$ cat src/rtl/mem_initiator.sv
// Byte-serial bus master: splits 1/2/4-byte loads and stores into
// little-endian byte strobes and returns one assembled response.
module mem_initiator #(
  parameter int ADDR_WIDTH   = 16,
  parameter int READ_LATENCY = 1
) (
  input  logic                  clk,
  input  logic                  reset,
  input  logic                  req_valid,
  output logic                  req_ready,
  input  logic                  req_write,
  input  logic [ADDR_WIDTH-1:0] req_addr,
  input  logic [1:0]            req_size,
  input  logic [31:0]           req_wdata,
  output logic                  rsp_valid,
  input  logic                  rsp_ready,
  output logic [31:0]           rsp_rdata,
  output logic                  rsp_err,
  output logic [ADDR_WIDTH-1:0] mem_addr,
  output logic [7:0]            mem_data,
  output logic                  mem_write_en,
  output logic                  mem_read_en,
  input  logic [7:0]            mem_data_in
);

  typedef enum logic [1:0] {
    IDLE,
    ISSUE,
    WAIT,
    RESP
  } state_t;

  localparam logic [2:0] LAT = 3'(READ_LATENCY);

  state_t                state;
  logic [ADDR_WIDTH-1:0] addr;
  logic                  write;
  logic [31:0]           wdata;
  logic [31:0]           rdata;
  logic                  err;
  logic [1:0]            idx;
  logic [1:0]            last;
  logic [2:0]            cnt;
  logic                  issue;

  always_ff @(posedge clk) begin
    if (reset) begin
      state <= IDLE;
      addr  <= '0;
      write <= 1'b0;
      wdata <= '0;
      rdata <= '0;
      err   <= 1'b0;
      idx   <= '0;
      last  <= '0;
      cnt   <= '0;
    end else begin
      unique case (state)
        IDLE: begin
          if (req_valid) begin
            addr  <= req_addr;
            write <= req_write;
            wdata <= req_wdata;
            rdata <= '0;
            idx   <= '0;
            unique case (req_size)
              2'b00:   last <= 2'd0;
              2'b01:   last <= 2'd1;
              default: last <= 2'd3;
            endcase
            if (req_size == 2'b11) begin
              err   <= 1'b1;
              state <= RESP;
            end else begin
              err   <= 1'b0;
              state <= ISSUE;
            end
          end
        end
        ISSUE: begin
          if (write) begin
            if (idx == last) begin
              state <= RESP;
            end else begin
              idx <= idx + 2'd1;
            end
          end else begin
            cnt   <= LAT;
            state <= WAIT;
          end
        end
        WAIT: begin
          // final latency cycle: read byte is on mem_data_in now
          if (cnt <= 3'd1) begin
            rdata[{idx, 3'b000} +: 8] <= mem_data_in;
            if (idx == last) begin
              state <= RESP;
            end else begin
              idx   <= idx + 2'd1;
              state <= ISSUE;
            end
          end else begin
            cnt <= cnt - 3'd1;
          end
        end
        RESP: begin
          if (rsp_ready) begin
            rdata <= '0;
            err   <= 1'b0;
            state <= IDLE;
          end
        end
      endcase
    end
  end

  assign issue = !reset && (state == ISSUE);

  assign req_ready    = !reset && (state == IDLE);
  assign rsp_valid    = !reset && (state == RESP);
  assign rsp_rdata    = reset ? 32'd0 : rdata;
  assign rsp_err      = !reset && err;
  assign mem_write_en = issue && write;
  assign mem_read_en  = issue && !write;
  assign mem_addr     = issue ? addr + ADDR_WIDTH'(idx) : '0;
  assign mem_data     = (issue && write) ? wdata[{idx, 3'b000} +: 8] : 8'd0;

endmodule

$ cat config.mk
export PLATFORM = sky130hd
export DESIGN_NAME = mem_initiator
export DESIGN_NICKNAME = d
export VERILOG_FILES = /design/src/rtl/mem_initiator.sv
export SDC_FILE = /design/constraint.sdc
export NUM_CORES = 1
export LEC_CHECK = 0
export CAP_MARGIN = 25
export CORE_MARGIN = 8
export CORE_UTILIZATION = 30
export CTS_BUF_LIST = sky130_fd_sc_hd__clkbuf_4
export CTS_CLUSTER_SIZE = 28
export DETAILED_ROUTE_END_ITERATION = 7
export PLACE_DENSITY = 0.63
export SLEW_MARGIN = 20
export SYNTH_ARGS = -nofsm -noshare
export SYNTH_HDL_FRONTEND = slang
export SYNTH_SLANG_ARGS = --single-unit
$ cat constraint.sdc
create_clock -name clk -period 2.72 [get_ports clk]
set_input_delay 0.544 -clock clk [delete_from_list [all_inputs] [get_ports clk]]
set_output_delay 0.544 -clock clk [all_outputs]
set_load 0.01 [all_outputs]
==> flow_metrics.py, run 1 <==
metrics = {
    "run_status": {
        "outcome": "finished with violations",
        "violations": "negative setup slack",
    },
    "job": {
        "drv_cap": 0,
    },
    "clock_tree": {
        "clock-sinks": 91,
        "cts_tree": "done",
        "root_buffer": "clkbuf_4",
        "clk_pin_slew_ps": 130,
        "ctsLongestPathBuffers": 2,
        "h-tree-depth": 3,
        "clk_latency_ps": 460,
        "cts_buffers": 9,
    },
    "critical_path": {
        "r2r_start": "state[0]",
        "crit_fanout": 2,
        "startpoint_type": "flip-flop",
        "crit_start": "addr[0]",
        "critPathCaptureType": "output pin",
        "cp.required_ps": 2180,
        "critical_path_class": "flip-flop to output pin",
        "cp.arrival_ps": 2420,
    },
    "yosys": {
        "synth_edf_count": 0,
        "syn_inst": 566,
        "ys_async_sr_fraction": 0,
        "ys_seq_area_frac": 0.400,
        "syn_avg_cell_area_um2": 8.05,
        "synth_area_um2": 4560,
        "yosysUniqueCellTypes": 46,
        "ys_ff_latch": 91,
        "synth_fp_nets": 645,
        "ys_warn_count": 0,
        "yosys_most_used_dff": "dfxtp_1",
    },
    "placed_design": {
        "portBuffers": 123,
        "hpwlAfterDp_mm": 10.2,
        "dpl_worst_slack_ps": -157,
        "gp_congestion": 0.805,
    },
    "global_routing": {
        "grt_antenna_before_repair": 1,
        "grt_pass1_vias": 4533,
        "grt_pass1_wl_mm": 22.8,
        "grtUsageTotal": 0.144,
        "grt_overflow": 0,
        "grt_max_degree": 59,
    },
    "drt": {
        "wl_per_cell_um": 15.9,
        "routed_via_density": 5.08,
        "drt_pre_antenna_iters": 4,
        "num_vias": 4520,
        "remaining_drc_errors": 0,
        "wl_mm": 14.1,
        "ant_nets": 0,
        "initialDrtViolationCount": 277,
    },
    "cells_and_area": {
        "area_delta_synth_final_pct": 40.8,
        "layout_commonest_cell": "nand2_1",
        "nNetsFinal": 777,
        "utilization": 0.427,
        "layout_common_cells": "108 x nand2_1, 97 x clkdlybuf4s50_1, 88 x a21oi_1",
        "drive_above_1_share": 0.147,
    },
    "die": {
        "die_h_um": 139,
        "row_count": 45,
        "core_um2": 15000,
        "dieArea_um2": 19400,
        "io-pin-count": 124,
        "die_w_um": 139,
        "start_util": 0.303,
    },
    "sta": {
        "hold_viol_final": 0,
        "slew_violations": 0,
        "setup_slack_ps": -244,
        "hold_slack_ps": 463,
        "slew_headroom": 0.609,
        "rsz0062_at_grt": "true",
        "worst_pin_slew_ps": 587,
        "finalCritPeriodShare": 1.09,
        "fin_crit_ps": 2960,
        "setup_viol_count_final": 7,
        "fin_skew_ps": 19.1,
        "clock.fmax_ghz": 0.337,
        "setup_tns_ps": -925,
    },
    "power": {
        "p_switching_w": 0.00179,
        "power_leakage_nw": 2.52,
        "pwr-share-seq": 0.399,
        "switching_share": 0.420,
        "ir_drop_mv": 0.251,
        "p_comb_frac": 0.450,
        "total_power_w": 0.00426,
        "p_int_w": 0.00247,
        "powerDensity_nw_per_um2": 663,
        "clkPwrFrac": 0.151,
    },
    "hold_path": {
        "min_from": "wdata[11]",
        "hp-class": "flip-flop to flip-flop",
    },
}
[logic make-up after synthesis]
| kind of cell | synth area share |
|---|---|
| buffers and inverters | 0.0417 |
| muxes | 0.0420 |
| and+or+nand+nor | 0.269 |
| DFF | 0.400 |
| xor gates and xnor gates | 0.0269 |
| AOI/OAI and AO/OA | 0.175 |
| adders and majority gates | 0.0456 |
[layout make-up]
class                   instances  area [um2]
fillers                      1468        8610
clock inverters                 4        28.8
flip-flops and latches         91        1840
multi-input cells             425        2680
well taps                     188         235
repair buffers                158        1510
diodes                          1        2.50
clock buffers                  10        75.1
inverters                      13        48.8
[power by group through the flow]
| stage | combinational [W] | sequential, W | clock [W] |
|---|---|---|---|
| after global routing | 0.00213 | 0.00173 | 0.000724 |
| final | 0.00192 | 0.00170 | 0.000642 |
| after floorplan | 0.00126 | 0.00168 | 0 |
| after global placement | 0.00181 | 0.00170 | 0 |
| after detailed placement | 0.00187 | 0.00171 | 0 |
| after CTS | 0.00189 | 0.00169 | 0.000673 |
[path summary, 6_finish.rpt]
path                       end  slack [ps]  depth (start not counted)
setup / recovery  mem_addr[10]        -240                         11
hold / removal       wdata[11]         460                          2
setup reg to reg     rdata[20]         270                          7
hold reg to reg      wdata[11]         460                          2
[critical path, stage by stage, from the launching register on]
cell      delay, ps
dfxtp_4         390
ha_4            140
inv_2            40
fa_2            340
nand3b_1        220
buf_4           180
buf_6           100
buf_6           100
nor3_4          110
xnor2_1         150
nor2_1           50
buf_2           140
[registers in the layout, summed over array words and instances (netlist names)]
register	flops
rdata	32
wdata	32
addr	16
cnt	3
idx	2
last	2
state	2
err	1
write	1
[cells in the mapped netlist (3+ instances only)]
cell type	n	area share
and2_1	3	0.0041
nand3_1	6	0.0066
or4_1	5	0.0082
inv_1	13	0.011
nand4_1	24	0.033
nand2b_1	3	0.0041
ha_1	15	0.041
nand2_1	109	0.090
o21ai_0	29	0.032
nor3_1	3	0.0033
nor2_1	22	0.018
nor2b_1	40	0.055
clkbuf_1	34	0.028
and3_1	13	0.018
nor4_1	3	0.0041
a21oi_1	89	0.098
xnor2_1	12	0.023
or3_1	3	0.0041
a22o_1	7	0.013
nand3b_1	4	0.0066
a21o_1	3	0.0049
mux4_2	8	0.040
dfxtp_1	91	0.40
[through the flow]
stage / instances / instance area [um2]
2_1_floorplan: 566 / 4560
3_3_place_gp: 864 / 6090
3_5_place_dp: 864 / 6090
4_1_cts: 885 / 6320
5_1_grt: 890 / 6420
6_report: 890 / 6420
[layer usage]
layer  GRT usage  wire, um
met4      0.0560       246
met3      0.0366       631
met2       0.249      7170
met5           0         0
met1       0.167      6090
[repair_timing]
item | CTS | global route
setup endpoints to repair | 25 | 20
pin swaps | 11 | 10
hold buffers | 0 | 0
resized for setup | 68 | 40
setup buffers | 7 | 6
Power figures use the tool's default switching activity.
==> run 2: changes to the inputs <==
--- a/config.mk
+++ b/config.mk
@@ -11,6 +11,7 @@
 export CTS_BUF_LIST = sky130_fd_sc_hd__clkbuf_4
 export CTS_CLUSTER_SIZE = 28
 export DETAILED_ROUTE_END_ITERATION = 7
+export GPL_TIMING_DRIVEN = 0
 export PLACE_DENSITY = 0.63
 export SLEW_MARGIN = 20
 export SYNTH_ARGS = -nofsm -noshare
==> flow_metrics.py, run 2 (synthesis gave the netlist of run 1 again) <==
metrics = {
    "clock_tree": {
        "h-tree-depth": 3,
        "cts_buffers": 9,
        "cts_tree": "done",
        "clk_pin_slew_ps": 160,
        "clock-sinks": 91,
        "clk_latency_ps": 470,
        "ctsLongestPathBuffers": 2,
        "root_buffer": "clkbuf_4",
    },
    "sta": {
        "slew_headroom": 0.574,
        "clock.fmax_ghz": 0.336,
        "setup_slack_ps": -259,
        "fin_skew_ps": 19.2,
        "slew_violations": 0,
        "fin_crit_ps": 2980,
        "finalCritPeriodShare": 1.10,
        "setup_viol_count_final": 9,
        "rsz0062_at_grt": "true",
        "hold_viol_final": 0,
        "worst_pin_slew_ps": 639,
    },
    "critical_path": {
        "crit_start": "idx[1]",
        "cp.arrival_ps": 2440,
        "critPathCaptureType": "output pin",
        "crit_fanout": 3,
        "startpoint_type": "flip-flop",
        "r2r_start": "state[0]",
        "critical_path_class": "flip-flop to output pin",
        "cp.required_ps": 2180,
    },
    "hold_path": {
        "min_from": "wdata[21]",
        "hp-class": "flip-flop to flip-flop",
    },
    "global_routing": {
        "grtUsageTotal": 0.157,
        "grt_pass1_wl_mm": 24.4,
        "grt_overflow": 0,
        "grt_pass1_vias": 4570,
        "grt_max_degree": 17,
        "grt_antenna_before_repair": 1,
    },
    "power": {
        "powerDensity_nw_per_um2": 673,
        "power_leakage_nw": 2.38,
        "total_power_w": 0.00434,
        "ir_drop_mv": 0.269,
    },
    "cells_and_area": {
        "layout_common_cells": "108 x nand2_1, 99 x clkdlybuf4s50_1, 87 x a21oi_1",
        "utilization": 0.428,
        "nFillCells": 1519,
        "drive_above_1_share": 0.134,
        "final_cell_area_um2": 6440,
        "nNetsFinal": 793,
        "layout_commonest_cell": "nand2_1",
        "top_regs": "rdata x32, wdata x32, addr x16",
        "area_delta_synth_final_pct": 41.3,
    },
    "drt": {
        "ant_nets": 0,
        "wl_mm": 15.2,
        "wl_per_cell_um": 16.7,
        "routed_via_density": 5.02,
        "remaining_drc_errors": 0,
        "num_vias": 4558,
        "drt_pre_antenna_iters": 4,
        "initialDrtViolationCount": 246,
    },
    "run_status": {
        "outcome": "finished with violations",
        "violations": "negative setup slack",
    },
    "die": {
        "die_h_um": 139,
        "row_count": 45,
        "die_w_um": 139,
        "io-pin-count": 124,
        "dieArea_um2": 19400,
        "start_util": 0.303,
        "core_um2": 15000,
    },
    "placed_design": {
        "gp_congestion": 0.825,
        "dpl_worst_slack_ps": -1020,
        "hpwlAfterDp_mm": 11.1,
        "portBuffers": 123,
        "dpl-instance-area_um2": 6020,
    },
    "job": {
        "drv_cap": 0,
    },
}
-- run 2: cell types whose count changed in the layout (fill, tap and decap cells not counted), sizes merged --
cell and change:
buf -10, clkbuf +27, clkdlybuf4s15 +1, clkdlybuf4s50 +2, clkinv +2, clkinvlp +1
dlygate4sd2 +3, dlymetal6s2s -8
-- run 2: power breakdown --
group	switching (W)	total [W]	internal (W)
clock network	0.000504	0.000696	0.000192
logic	0.00122	0.00193	0.000712
registers	0.000167	0.00171	0.00154
total	0.00189	0.00434	0.00244
-- run 2: area by class of cell --
| cell class | count | area, um2 | area share |
|---|---|---|---|
| buffer | 35 | 215 | 0.0334 |
| timing repair buffer | 139 | 1280 | 0.199 |
| clock inverter | 7 | 50.0 | 0.00777 |
| sequential | 91 | 1830 | 0.285 |
| antenna | 1 | 2.50 | 0.000389 |
| multi-input combinational | 425 | 2700 | 0.420 |
| tap | 188 | 235 | 0.0365 |
| inverter | 13 | 52.6 | 0.00816 |
| clock buffer | 9 | 67.6 | 0.0105 |
-- run 2: critical path: stages, from the launching register on --
cell and delay [ps]:
dfxtp_4 400, clkbuf_16 130, clkinvlp_4 100, fa_2 360, nand3b_1 250, buf_6 180, nor4b_4 220, xnor2_1 150
nor2_1 50, buf_2 140
-- run 2: routing by layer --
metal,up-vias,global-route usage,routed length (um),share of wire
li1,2273,-,-,-
met1,2186,0.192,6720,0.44
met2,88,0.273,7650,0.50
met3,11,0.0250,644,0.042
met4,0,0.0595,187,0.012
met5,-,0,0,0
-- run 2: path summary, 6_finish.rpt --
check,end,slack [ps],depth (start not counted)
worst max register to register,rdata[26],270,7
worst max-delay path,mem_addr[14],-260,9
worst min register to register,wdata[21],460,2
worst min-delay path,wdata[21],460,2
-- run 2: stage by stage --
step / setup TNS (ps) / instances / hold WS [ps]
6_report: -1060 / 908 / 464
5_1_grt: -1950 / 908 / 485
4_1_cts: -1290 / 907 / 464
3_5_place_dp: -25910 / 877 / 445
3_3_place_gp: -27350 / 877 / 441
2_1_floorplan: 0 / 566 / 433
-- run 2: what timing repair did --
| action | 4_1_cts | 5_1_grt |
|---|---|---|
| endpoints found under the setup margin | 66 | 26 |
| gates resized for setup | 125 | 15 |
| hold buffers | 0 | 0 |
| setup buffers | 15 | 1 |
| pin swaps | 15 | 6 |
==> run 3: changes to the inputs <==
--- a/config.mk
+++ b/config.mk
@@ -5,14 +5,15 @@
 export SDC_FILE = /design/constraint.sdc
 export NUM_CORES = 1
 export LEC_CHECK = 0
+export ABC_CLOCK_PERIOD_IN_PS = 2720
 export CAP_MARGIN = 25
-export CORE_MARGIN = 8
 export CORE_UTILIZATION = 30
 export CTS_BUF_LIST = sky130_fd_sc_hd__clkbuf_4
 export CTS_CLUSTER_SIZE = 28
 export DETAILED_ROUTE_END_ITERATION = 7
 export GPL_TIMING_DRIVEN = 0
 export PLACE_DENSITY = 0.63
+export SETUP_SLACK_MARGIN = 0.5
 export SLEW_MARGIN = 20
 export SYNTH_ARGS = -nofsm -noshare
 export SYNTH_HDL_FRONTEND = slang
==> flow_metrics.py, run 3 (synthesis gave the netlist of run 1 again) <==
metrics = {
    "die": {
        "die_w_um": 125,
        "row_count": 44,
        "io-pin-count": 124,
        "dieArea_um2": 15700,
        "start_util": 0.310,
        "die_h_um": 125,
        "core_um2": 14700,
    },
    "clock_tree": {
        "ctsLongestPathBuffers": 2,
        "cts_tree": "done",
        "root_buffer": "clkbuf_4",
        "h-tree-depth": 3,
        "cts_buffers": 9,
        "clk_pin_slew_ps": 150,
        "clk_latency_ps": 460,
        "clock-sinks": 91,
    },
    "critical_path": {
        "critPathMaxStageDelay_ps": 390,
        "startpoint_type": "flip-flop",
        "cp.arrival_ps": 2460,
        "crit_buf_inv": 4,
        "critical_path_class": "flip-flop to output pin",
        "worst_path_most_repeated_cell": "buf_6",
        "critPathSlowestCell": "dfxtp_4",
        "cp.required_ps": 2180,
        "crit_fanout": 3,
        "cp_top_family": "simple AND/OR/NAND/NOR gates",
        "crit_path_cell_trace": "ha_4 > inv_2 > fa_2 > nand3b_1 > buf_6 > buf_6 > nor4b_4 > xnor2_1 > nor2_1 > buf_2",
        "critPathCaptureType": "output pin",
    },
    "sta": {
        "hold_slack_ps": 465,
        "setup_viol_count_final": 12,
        "hold_viol_final": 0,
        "fin_skew_ps": 25.5,
        "finalCritPeriodShare": 1.10,
        "slew_violations": 0,
        "setup_slack_ps": -281,
        "rsz0062_at_grt": "true",
        "fin_crit_ps": 3000,
        "clock.fmax_ghz": 0.333,
        "slew_headroom": 0.548,
        "setup_tns_ps": -1150,
        "worst_pin_slew_ps": 678,
    },
    "power": {
        "p_switching_w": 0.00192,
        "clkPwrFrac": 0.168,
        "ir_drop_mv": 0.297,
        "p_int_w": 0.00262,
        "pwr-share-seq": 0.380,
        "powerDensity_nw_per_um2": 679,
        "total_power_w": 0.00454,
        "p_comb_frac": 0.452,
        "power_leakage_nw": 2.64,
        "switching_share": 0.423,
    },
    "cells_and_area": {
        "nFillCells": 1451,
        "top_regs": "rdata x32, wdata x32, addr x16",
        "drive_above_1_share": 0.203,
        "multi_input_area_um2": 2790,
        "nNetsFinal": 810,
        "layout_commonest_cell": "nand2_1",
        "regArea_um2": 1840,
        "layout_common_cells": "107 x nand2_1, 88 x a21oi_1, 85 x dfxtp_1",
        "area_delta_synth_final_pct": 46.8,
    },
    "global_routing": {
        "grt_antenna_before_repair": 1,
        "grtUsageTotal": 0.188,
        "grt_pass1_vias": 4591,
        "grt_overflow": 0,
        "grt_pass1_wl_mm": 23.4,
        "grt_max_degree": 15,
    },
    "drt": {
        "wl_per_cell_um": 16.2,
        "routed_via_density": 5.08,
        "num_vias": 4671,
        "drt_pre_antenna_iters": 7,
        "wl_mm": 14.9,
        "remaining_drc_errors": 8,
        "ant_nets": 0,
        "initialDrtViolationCount": 282,
    },
    "placed_design": {
        "portBuffers": 123,
        "hpwlAfterDp_mm": 10.6,
        "gp_congestion": 0.835,
        "dpl_worst_slack_ps": -941,
    },
    "hold_path": {
        "hp-class": "flip-flop to flip-flop",
    },
    "job": {
        "drv_cap": 0,
    },
    "run_status": {
        "outcome": "finished with violations",
        "violations": "design-rule violations, negative setup slack",
    },
}
-- run 3: cell count changes in the layout (fill, tap and decap cells not counted), sizes merged, moves of 2 or more --
cell	change
clkdlybuf4s50	-38
dlygate4sd2	+31
buf	+20
clkbuf	+5
clkinv	-3
clkdlybuf4s15	+2
-- run 3: worst register-to-register path, stage by stage, from the launching register on --
cell and delay [ps]:
dfxtp_4 400, inv_1 90, ha_2 220, nor2b_2 190, a311o_2 430, clkbuf_4 220
or3_1 380, a21oi_1 130
-- run 3: power by group through the flow --
| stage | Clock, W | Sequential (W) | Combinational, W |
|---|---|---|---|
| detailed placement | 0 | 0.00173 | 0.00184 |
| global placement | 0 | 0.00171 | 0.00179 |
| global route | 0.000841 | 0.00175 | 0.00227 |
| CTS | 0.000780 | 0.00171 | 0.00197 |
| floorplan | 0 | 0.00168 | 0.00126 |
| finish | 0.000763 | 0.00172 | 0.00205 |
-- run 3: through the flow --
| step | util | cell area (um2) | instances |
|---|---|---|---|
| 6_report | 0.455 | 6690 | 920 |
| 2_1_floorplan | - | 4600 | 566 |
| 3_5_place_dp | 0.412 | 6060 | 873 |
| 4_1_cts | 0.443 | 6510 | 907 |
| 3_3_place_gp | 0.412 | 6060 | 873 |
| 5_1_grt | 0.455 | 6690 | 920 |
-- run 3: per-layer routing --
layer	wire length, um	global-route usage	share of wire	up-vias
met5	0	0	0	-
met4	287	0.0667	0.019	0
met2	7230	0.320	0.48	152
li1	-	-	-	2300
met1	6480	0.235	0.43	2192
met3	925	0.0359	0.062	27
-- run 3: layout make-up --
type,instances,area share
Multi-Input combinational cell,425,0.417
Sequential cell,91,0.275
Inverter,13,0.00841
Clock buffer,11,0.0123
Buffer,37,0.0395
Clock inverter,4,0.00767
Timing Repair Buffer,154,0.205
Antenna cell,1,0.000374
Tap cell,184,0.0344
-- run 3: final timing paths --
| check | slack (ps) | start | end | depth (start not counted) |
|---|---|---|---|---|
| worst min-delay path | 460 | wdata[17] | wdata[17] | 2 |
| worst max register to register | 580 | state[0] | state[0] | 7 |
| worst max-delay path | -280 | idx[0] | mem_addr[14] | 10 |
| worst min register to register | 460 | wdata[17] | wdata[17] | 2 |
-- run 3: what timing repair did --
item,in CTS,in global routing
buffers inserted,19,12
pin swaps,17,17
cloned,0,0
gates resized for setup,205,41
setup endpoints to repair,115,61
hold buffers,0,0
